**src/rtl/uart_pkg.sv**
```systemverilog
// Shared types and constants for the UART transmit arbiter.
package uart_pkg;

    typedef enum logic [1:0] {
        ST_IDLE  = 2'd0,
        ST_START = 2'd1,
        ST_DATA  = 2'd2,
        ST_STOP  = 2'd3
    } state_e;

    localparam int unsigned NUM_REQ    = 4;
    localparam int unsigned IDX_W      = 2;
    localparam int unsigned DATA_BITS  = 8;
    localparam int unsigned FRAME_BITS = 10;

    function automatic logic [NUM_REQ-1:0] onehot(input logic [IDX_W-1:0] idx);
        logic [NUM_REQ-1:0] v;
        v = '0;
        v[idx] = 1'b1;
        return v;
    endfunction

endpackage

```
**src/rtl/uart_rr_pick.sv**
```systemverilog
// Combinational round-robin picker: first asserted request after last_i, searching upward.
module uart_rr_pick
    import uart_pkg::*;
(
    input  logic [NUM_REQ-1:0] req_i,
    input  logic [IDX_W-1:0]   last_i,
    output logic               valid_o,
    output logic [IDX_W-1:0]   idx_o
);

    logic [IDX_W-1:0] cand;

    always_comb begin
        valid_o = 1'b0;
        idx_o   = last_i;
        cand    = '0;
        // Offsets 1..NUM_REQ; the last offset wraps back onto last_i itself.
        for (int unsigned k = 1; k <= NUM_REQ; k++) begin
            cand = last_i + IDX_W'(k);
            if (!valid_o && req_i[cand]) begin
                valid_o = 1'b1;
                idx_o   = cand;
            end
        end
    end

endmodule

```
**src/rtl/uart_tx_arbiter.sv**
```systemverilog
// Four-requester UART transmitter: round-robin arbitration in IDLE, then an 8N1 frame
// timed by a clk_in-domain bit-cycle counter.
module uart_tx_arbiter
    import uart_pkg::*;
#(
    parameter int unsigned Clock_Rate = 100000000,
    parameter int unsigned Baud_Rate  = 9600
) (
    input  logic        clk_in,
    input  logic        rst_in,
    input  logic [3:0]  req_in,
    input  logic [31:0] data_in,
    output logic [3:0]  ack_out,
    output logic [1:0]  grant_out,
    output logic        busy_out,
    output logic        tx_out
);

    localparam int unsigned CLKS_PER_BIT = Clock_Rate / Baud_Rate;
    localparam int unsigned CNT_W        = (CLKS_PER_BIT < 2) ? 1 : $clog2(CLKS_PER_BIT);
    localparam int unsigned BIT_W        = $clog2(DATA_BITS);
    localparam logic [CNT_W-1:0] CNT_LAST = CNT_W'(CLKS_PER_BIT - 1);
    localparam logic [BIT_W-1:0] BIT_LAST = BIT_W'(DATA_BITS - 1);

    if (CLKS_PER_BIT < 2) begin : g_rate_guard
        $error("uart_tx_arbiter: Clock_Rate / Baud_Rate must be at least 2");
    end

    if (FRAME_BITS != DATA_BITS + 2) begin : g_frame_guard
        $error("uart_tx_arbiter: frame must be start + data + stop");
    end

    state_e                 state_q;
    logic [CNT_W-1:0]       cnt_q;
    logic [BIT_W-1:0]       bit_q;
    logic [DATA_BITS-1:0]   shift_q;
    logic                   tx_q;
    logic                   busy_q;
    logic [NUM_REQ-1:0]     ack_q;
    logic [IDX_W-1:0]       grant_q;

    logic                   pick_valid;
    logic [IDX_W-1:0]       pick_idx;
    logic                   bit_end;

    uart_rr_pick u_pick (
        .req_i   (req_in),
        .last_i  (grant_q),
        .valid_o (pick_valid),
        .idx_o   (pick_idx)
    );

    assign bit_end = (cnt_q == CNT_LAST);

    always_ff @(posedge clk_in or posedge rst_in) begin
        if (rst_in) begin
            state_q <= ST_IDLE;
            cnt_q   <= '0;
            bit_q   <= '0;
            shift_q <= '0;
            tx_q    <= 1'b1;
            busy_q  <= 1'b0;
            ack_q   <= '0;
            grant_q <= '1;
        end else begin
            ack_q <= '0;
            case (state_q)
                ST_IDLE: begin
                    tx_q   <= 1'b1;
                    busy_q <= 1'b0;
                    cnt_q  <= '0;
                    bit_q  <= '0;
                    if (pick_valid) begin
                        state_q <= ST_START;
                        grant_q <= pick_idx;
                        shift_q <= data_in[{pick_idx, 3'b000} +: DATA_BITS];
                        ack_q   <= onehot(pick_idx);
                        tx_q    <= 1'b0;
                        busy_q  <= 1'b1;
                    end
                end
                ST_START: begin
                    if (bit_end) begin
                        state_q <= ST_DATA;
                        cnt_q   <= '0;
                        bit_q   <= '0;
                        tx_q    <= shift_q[0];
                        shift_q <= shift_q >> 1;
                    end else begin
                        cnt_q <= cnt_q + 1'b1;
                    end
                end
                ST_DATA: begin
                    if (bit_end) begin
                        cnt_q <= '0;
                        if (bit_q == BIT_LAST) begin
                            state_q <= ST_STOP;
                            tx_q    <= 1'b1;
                        end else begin
                            bit_q   <= bit_q + 1'b1;
                            tx_q    <= shift_q[0];
                            shift_q <= shift_q >> 1;
                        end
                    end else begin
                        cnt_q <= cnt_q + 1'b1;
                    end
                end
                ST_STOP: begin
                    if (bit_end) begin
                        state_q <= ST_IDLE;
                        cnt_q   <= '0;
                        busy_q  <= 1'b0;
                    end else begin
                        cnt_q <= cnt_q + 1'b1;
                    end
                end
                default: begin
                    state_q <= ST_IDLE;
                    tx_q    <= 1'b1;
                    busy_q  <= 1'b0;
                end
            endcase
        end
    end

    assign ack_out   = ack_q;
    assign grant_out = grant_q;
    assign busy_out  = busy_q;
    assign tx_out    = tx_q;

endmodule

```
**config.mk**
```make
export PLATFORM = sky130hd
export DESIGN_NAME = uart_tx_arbiter
export DESIGN_NICKNAME = d
export VERILOG_FILES = /design/src/rtl/uart_pkg.sv /design/src/rtl/uart_rr_pick.sv /design/src/rtl/uart_tx_arbiter.sv
export SDC_FILE = /design/constraint.sdc
export NUM_CORES = 1
export LEC_CHECK = 0
export ABC_AREA = 1
export CAP_MARGIN = 20
export CORE_UTILIZATION = 30
export DETAILED_ROUTE_END_ITERATION = 10
export GPL_ROUTABILITY_DRIVEN = 0
export HOLD_SLACK_MARGIN = 0.1
export PLACE_DENSITY = 0.55
export SYNTH_ARGS = -nofsm -noshare
export SYNTH_HDL_FRONTEND = slang
export SYNTH_SLANG_ARGS = --single-unit
```
**constraint.sdc**
```tcl
create_clock -name clk_in -period 5.14 [get_ports clk_in]
set_clock_uncertainty 0.1 [all_clocks]
set_input_delay 1.028 -clock clk_in [delete_from_list [all_inputs] [get_ports clk_in]]
set_output_delay 1.028 -clock clk_in [all_outputs]
set_load 0.1 [all_outputs]
```
### Word-level counts from Yosys, hierarchy flattened

Index checks and enable logic that the tools add are counted.

* memories: 0
* output and inout port bits: 8
* input bits: 38
* bits in latches: 0
* logic and storage cells: 93
* ROM bits: 0
* register bits: 35
* RAM bits: 0

* $mul: 0
* add/sub/neg operators: 5
* eq/ne operators: 11
* divide/modulo/power cells: 0
* shift operators: 1
* mux-type cells: 45
* bitwise logic cells: 0
* magnitude comparators: 6
* reduce and logical (&&, ||, !) cells: 17

Operator list (number)
* 8-bit two-way mux: 4
* 32-bit by 6-bit indexed part select with 8-bit output: 1
* 14-bit case mux with 2 select lines: 1
* 8-bit case mux with 3 select lines: 1
* 2-bit two-way mux: 9
* 2-bit by 3-bit less-than comparator with 1-bit output, second input constant: 5
* 1-bit two-way mux: 15
* 14-bit by 1-bit adder with 14-bit output, second input constant: 1
* 14-bit equality test, second input constant: 1
* 14-bit two-way mux: 1
* 2-bit inequality test, second input constant: 6
* 5-bit AND reduction: 2
* 3-bit two-way mux: 3
* 3-bit case mux with 3 select lines: 1
* 1-bit binary-select mux with 2-bit select: 4
* 4-bit two-way mux: 2
* 2-bit case mux with 4 select lines: 1
* 2-bit adder, second input constant: 2
* 2-bit equality test, second input constant: 2
* 1-bit logical AND: 4
* 2-bit AND reduction: 2
* 4-bit AND reduction: 1
* 3-bit by 1-bit adder with 3-bit output, second input constant: 1
* 3-bit equality test, second input constant: 1
* other kinds (12): 14

### Longest topological paths before layout

* depth after elaboration: 19
* mapped depth: 15

### Hierarchy

From an unflattened synthesis, not the netlist that was laid out.

* cells, all modules: 352
* area, all modules: 2381.0 µm²

By module, submodules not included
* uart_tx_arbiter: area an instance 2149.6 µm², cells each 306, times used 1
* uart_rr_pick: area an instance 231.5 µm², cells each 46, times used 1

### Worst setup path before layout

Ideal clock, no wire load.

* kind: reg-to-reg
* start point: reg grant_q[0], in the netlist grant_out[0]
* end point: reg shift_q[0]
* data required time: 4.921 ns
* period minus slack after synthesis: 2.338 ns
* arrival: 2.119 ns
* setup slack: 2.802 ns
* stages on the path, launching flop included: 16
* library setup time: 0.119 ns
* path through: dfstp_2 > buf_6 > inv_6 > nand2_1 > nand2_2 > nand2_2 > nand2_4 > inv_6 > nand4_4 > nor2_4 > nand2_4 > nand2_4 > buf_8 > nor2_2 > a21oi_2 > nand2_1

* word-level cells in the longest chain between the ends: 16
* elaborated cells on any way between the ends: 30

Ends and longest elaborated chain
* start, declared: line uart_tx_arbiter.sv:40 `logic [IDX_W-1:0] grant_q;`
* start signal, assigned: line uart_tx_arbiter.sv:75 `grant_q <= pick_idx;`
* 2-bit by 1-bit adder with 2-bit output: line uart_rr_pick.sv:19 `cand = last_i + IDX_W'(k);`
* 1-bit binary-select mux with 2-bit select: line uart_rr_pick.sv:20 `if (!valid_o && req_i[cand]) begin`
* 1-bit two-way mux (implied by the code): line uart_rr_pick.sv:20
* 1-bit two-way mux: line uart_rr_pick.sv:20
* 1-bit logical NOT: line uart_rr_pick.sv:20
* 1-bit logical AND: line uart_rr_pick.sv:20
* 1-bit two-way mux: line uart_rr_pick.sv:20
* 1-bit logical NOT: line uart_rr_pick.sv:20
* 1-bit logical AND: line uart_rr_pick.sv:20
* 1-bit two-way mux: line uart_rr_pick.sv:20
* 1-bit logical NOT: line uart_rr_pick.sv:20
* 1-bit logical AND: line uart_rr_pick.sv:20
* 2-bit two-way mux: line uart_rr_pick.sv:20
* 32-bit by 6-bit indexed part select with 8-bit output: line uart_tx_arbiter.sv:76 `shift_q <= data_in[{pick_idx, 3'b000} +: DATA_BITS];`
* 8-bit two-way mux: line uart_tx_arbiter.sv:73 `if (pick_valid) begin`
* 8-bit case mux with 3 select lines: line uart_tx_arbiter.sv:67 `case (state_q)`
* end signal, assigned: line uart_tx_arbiter.sv:76
* end signal, assigned: line uart_tx_arbiter.sv:88 `shift_q <= shift_q >> 1;`
* end signal, assigned: line uart_tx_arbiter.sv:102 `shift_q <= shift_q >> 1;`
* end, declared: line uart_tx_arbiter.sv:36 `logic [DATA_BITS-1:0] shift_q;`

Several ways; a longest one is shown, not always the timed one. The select of a mux whose other input is x is not followed.
A chain may end at the register's enable or synchronous reset.

### Worst setup path in the final report

* start point: reg grant_q[0], in the netlist grant_out[0]
* end point: out grant_out[0]

RTL lines
* end, declared: line uart_tx_arbiter.sv:14 `output logic [1:0] grant_out,`

No word-level cell between the ends.

==> impl_metrics.json <==
{
  "outcome": "finished, final reports clean",
  "power.internal_mw": 0.4078,
  "final_cell_mix": "nand2_1 (93), clkdlybuf4s50_1 (45), nand3_1 (41)",
  "cts_made_buffers": 5,
  "wl_mm": 5.218,
  "p_leak_nw": 1.436,
  "hpwl_mm": 3.999,
  "drv_cap": 0,
  "drt_first_iter_violations": 68,
  "period_needed_ns": 3.271,
  "ir_drop_mv": 0.1027,
  "io_buffers": 45,
  "maxSlewViolCount": 0,
  "cp-end-kind": "output pin",
  "place_inst": 458,
  "period_share_pct": 63.63,
  "diodes": 0,
  "worstPathMaxFanout": 10,
  "slowest_stage": "clkdlybuf4s50_1",
  "finalHoldViolCount": 0,
  "wire_per_inst_microns": 11.20,
  "insertion_delay_ns": 0.28,
  "drive_gt1_share_pct": 12.26,
  "grt_max_degree": 36,
  "arrival_ns": 2.14,
  "syn_nets": 366,
  "antenna_left": 0,
  "sw_frac_of_total_pct": 24.67,
  "grt_pass1_vias": 2065,
  "ctsHoldBuffers": 0,
  "yosys.area.top_type": "dfrtp_1",
  "path_clk_slew_ns": 0.07,
  "synthTopCellsByArea": "dfrtp_1 (34%), nand2_1 (15%), nand3_1 (8.7%)",
  "core_area_sq_um": 7408,
  "finalNonFillerCells": 466,
  "start_util_pct": 31.80,
  "ys_types": 35,
  "cts-root-buf": "clkbuf_8",
  "critPathMaxStageDelay_ns": 1.18,
  "async_flop_share_pct": 100.0,
  "hold_slack_ns": 0.3588,
  "path_buf_inv": 1,
  "final_common_cell": "nand2_1",
  "seq_area_frac_synth_pct": 37.33,
  "worst_pin_slew_ns": 0.9822,
  "cp-start-kind": "flip-flop",
  "cts_setup_buffers": 0,
  "path_cells": "clkdlybuf4s50_1",
  "die_width_microns": 90.62,
  "htreeDepth": 2,
  "first_pass_iters": 4,
  "post_cts_resized": 0,
  "area_delta_synth_final_pct": 24.96,
  "power_density_nw_per_um2": 183.9,
  "die_h_microns": 90.62,
  "netlist_area_sq_um": 2356,
  "clock-sinks": 35,
  "drc": 0,
  "track_usage_pct": 13.68,
  "pwr-share-clk_pct": 35.5,
  "tritoncts": "built",
  "cp.required_ns": 4.01,
  "rsz0062_at_grt": "false",
  "synth-edff-count": 0,
  "cts_buffer_depth": 2,
  "viasPerCell": 4.457,
  "grt_first_pass_wirelength_mm": 9.246,
  "synth_top_area_share_pct": 33.99,
  "syn_inst": 321,
  "ys.warnings.count": 0,
  "core.rowCount": 31,
  "hp-class": "reg -> reg",
  "ys_ff_latch": 35,
  "antenna_found_initial": 0,
  "slew_headroom_pct": 34.32,
  "switchingPower_mw": 0.1336,
  "syn_avg_cell_area_sq_um": 7.340,
  "seqPwrFrac_pct": 50.9,
  "combPwrFrac_pct": 13.6,
  "setup_tns_ns": 0,
  "grt_overflow": 0,
  "fmax_mhz": 305.7,
  "final_nets": 411,
  "fill_cells": 790,
  "vias": 2077,
  "dieArea_sq_um": 8212,
  "setup_viol": 0,
  "ys.flop_type": "dfrtp_1",
  "ios": 46,
  "crit_family": "buffers and inverters",
  "critPathKind": "reg -> out"
}
## state kept, by name, summed over array words and instances (netlist names)
| signal | cells |
|---|---|
| shift_q | 8 |
| bit_q | 3 |
| busy_out | 1 |
| tx_out | 1 |
| grant_out | 2 |
| state_q | 2 |
| ack_out | 4 |
| cnt_q | 14 |
## power by group through the flow
stage	clock [mW]	sequential, mW	combinational [mW]
after floorplan	0	0.281	0.0397
after global placement	0	0.281	0.0741
after detailed placement	0	0.281	0.0743
after CTS	0.203	0.275	0.0745
after global routing	0.215	0.275	0.0829
final	0.192	0.275	0.0738
## per-stage QoR
| step | worst slack (ns) | utilization, % | cell area [sq um] | total power [mW] |
|---|---|---|---|---|
| final | 1.869 | 39.74 | 2944 | 0.5414 |
| after global placement | 2.168 | 38.64 | 2863 | 0.3547 |
| after detailed placement | 2.167 | 38.64 | 2863 | 0.3549 |
| after CTS | 1.850 | 39.74 | 2944 | 0.5523 |
| after global routing | 1.817 | 39.74 | 2944 | 0.5730 |
| after floorplan | 2.802 | - | 2356 | 0.3203 |
## synthesized netlist by cell type (2+ instances only)
| library cell | count |
|---|---|
| inv_6 | 2 |
| nand2_2 | 13 |
| buf_4 | 3 |
| nor3b_1 | 3 |
| buf_6 | 3 |
| inv_1 | 36 |
| nor3_1 | 9 |
| nand2_4 | 4 |
| o21ai_0 | 4 |
| a21oi_2 | 5 |
| nor2_2 | 4 |
| nor2_1 | 23 |
| nand2_1 | 93 |
| a21oi_1 | 11 |
| xor2_1 | 3 |
| a31oi_1 | 3 |
| o21a_1 | 2 |
| dfstp_2 | 3 |
| o21bai_1 | 2 |
| ha_1 | 7 |
| nand3_2 | 2 |
| nand3_1 | 41 |
| dfrtp_1 | 32 |
| inv_2 | 2 |
## kinds of logic after synthesis
kind of cell,share of synthesized area (%)
adders and majority gates,3.717
and+or+nand+nor,39.78
xor gates and xnor gates,1.487
DFF,37.33
buffers and inverters,9.984
AOI/OAI and AO/OA,7.700
## path summary, 6_finish.rpt
check | start | endpoint | slack, ns | cells past startpoint
hold / removal | cnt_q[0] | cnt_q[0] | 0.36 | 1
hold reg to reg | cnt_q[0] | cnt_q[0] | 0.36 | 1
setup / recovery | grant_out[0] | grant_out[0] | 1.87 | 1
min in group asynchronous | rst_in | ack_out[1] | 1.05 | 3
max in group asynchronous | rst_in | tx_out | 3.53 | 3
setup reg to reg | grant_out[0] | shift_q[5] | 2.90 | 13
## metal layers
layer	up-vias	part of all wire, %	GRT usage [%]
met2	42	44	22.29
met5	-	0	0
met1	919	51	18.33
li1	1112	-	-
met4	0	0.92	3.763
met3	4	3.7	2.694
## cell type report
cell class | count | area (sq um) | area share (%)
tap | 99 | 123.9 | 4.207
inverter | 40 | 160.2 | 5.440
clock buffer | 7 | 76.32 | 2.592
sequential | 35 | 879.6 | 29.88
multi-input combinational | 238 | 1241 | 42.16
clock inverter | 1 | 5.005 | 0.1700
timing repair buffer | 46 | 457.9 | 15.55
Note: power is estimated with default switching activity, not from simulation.
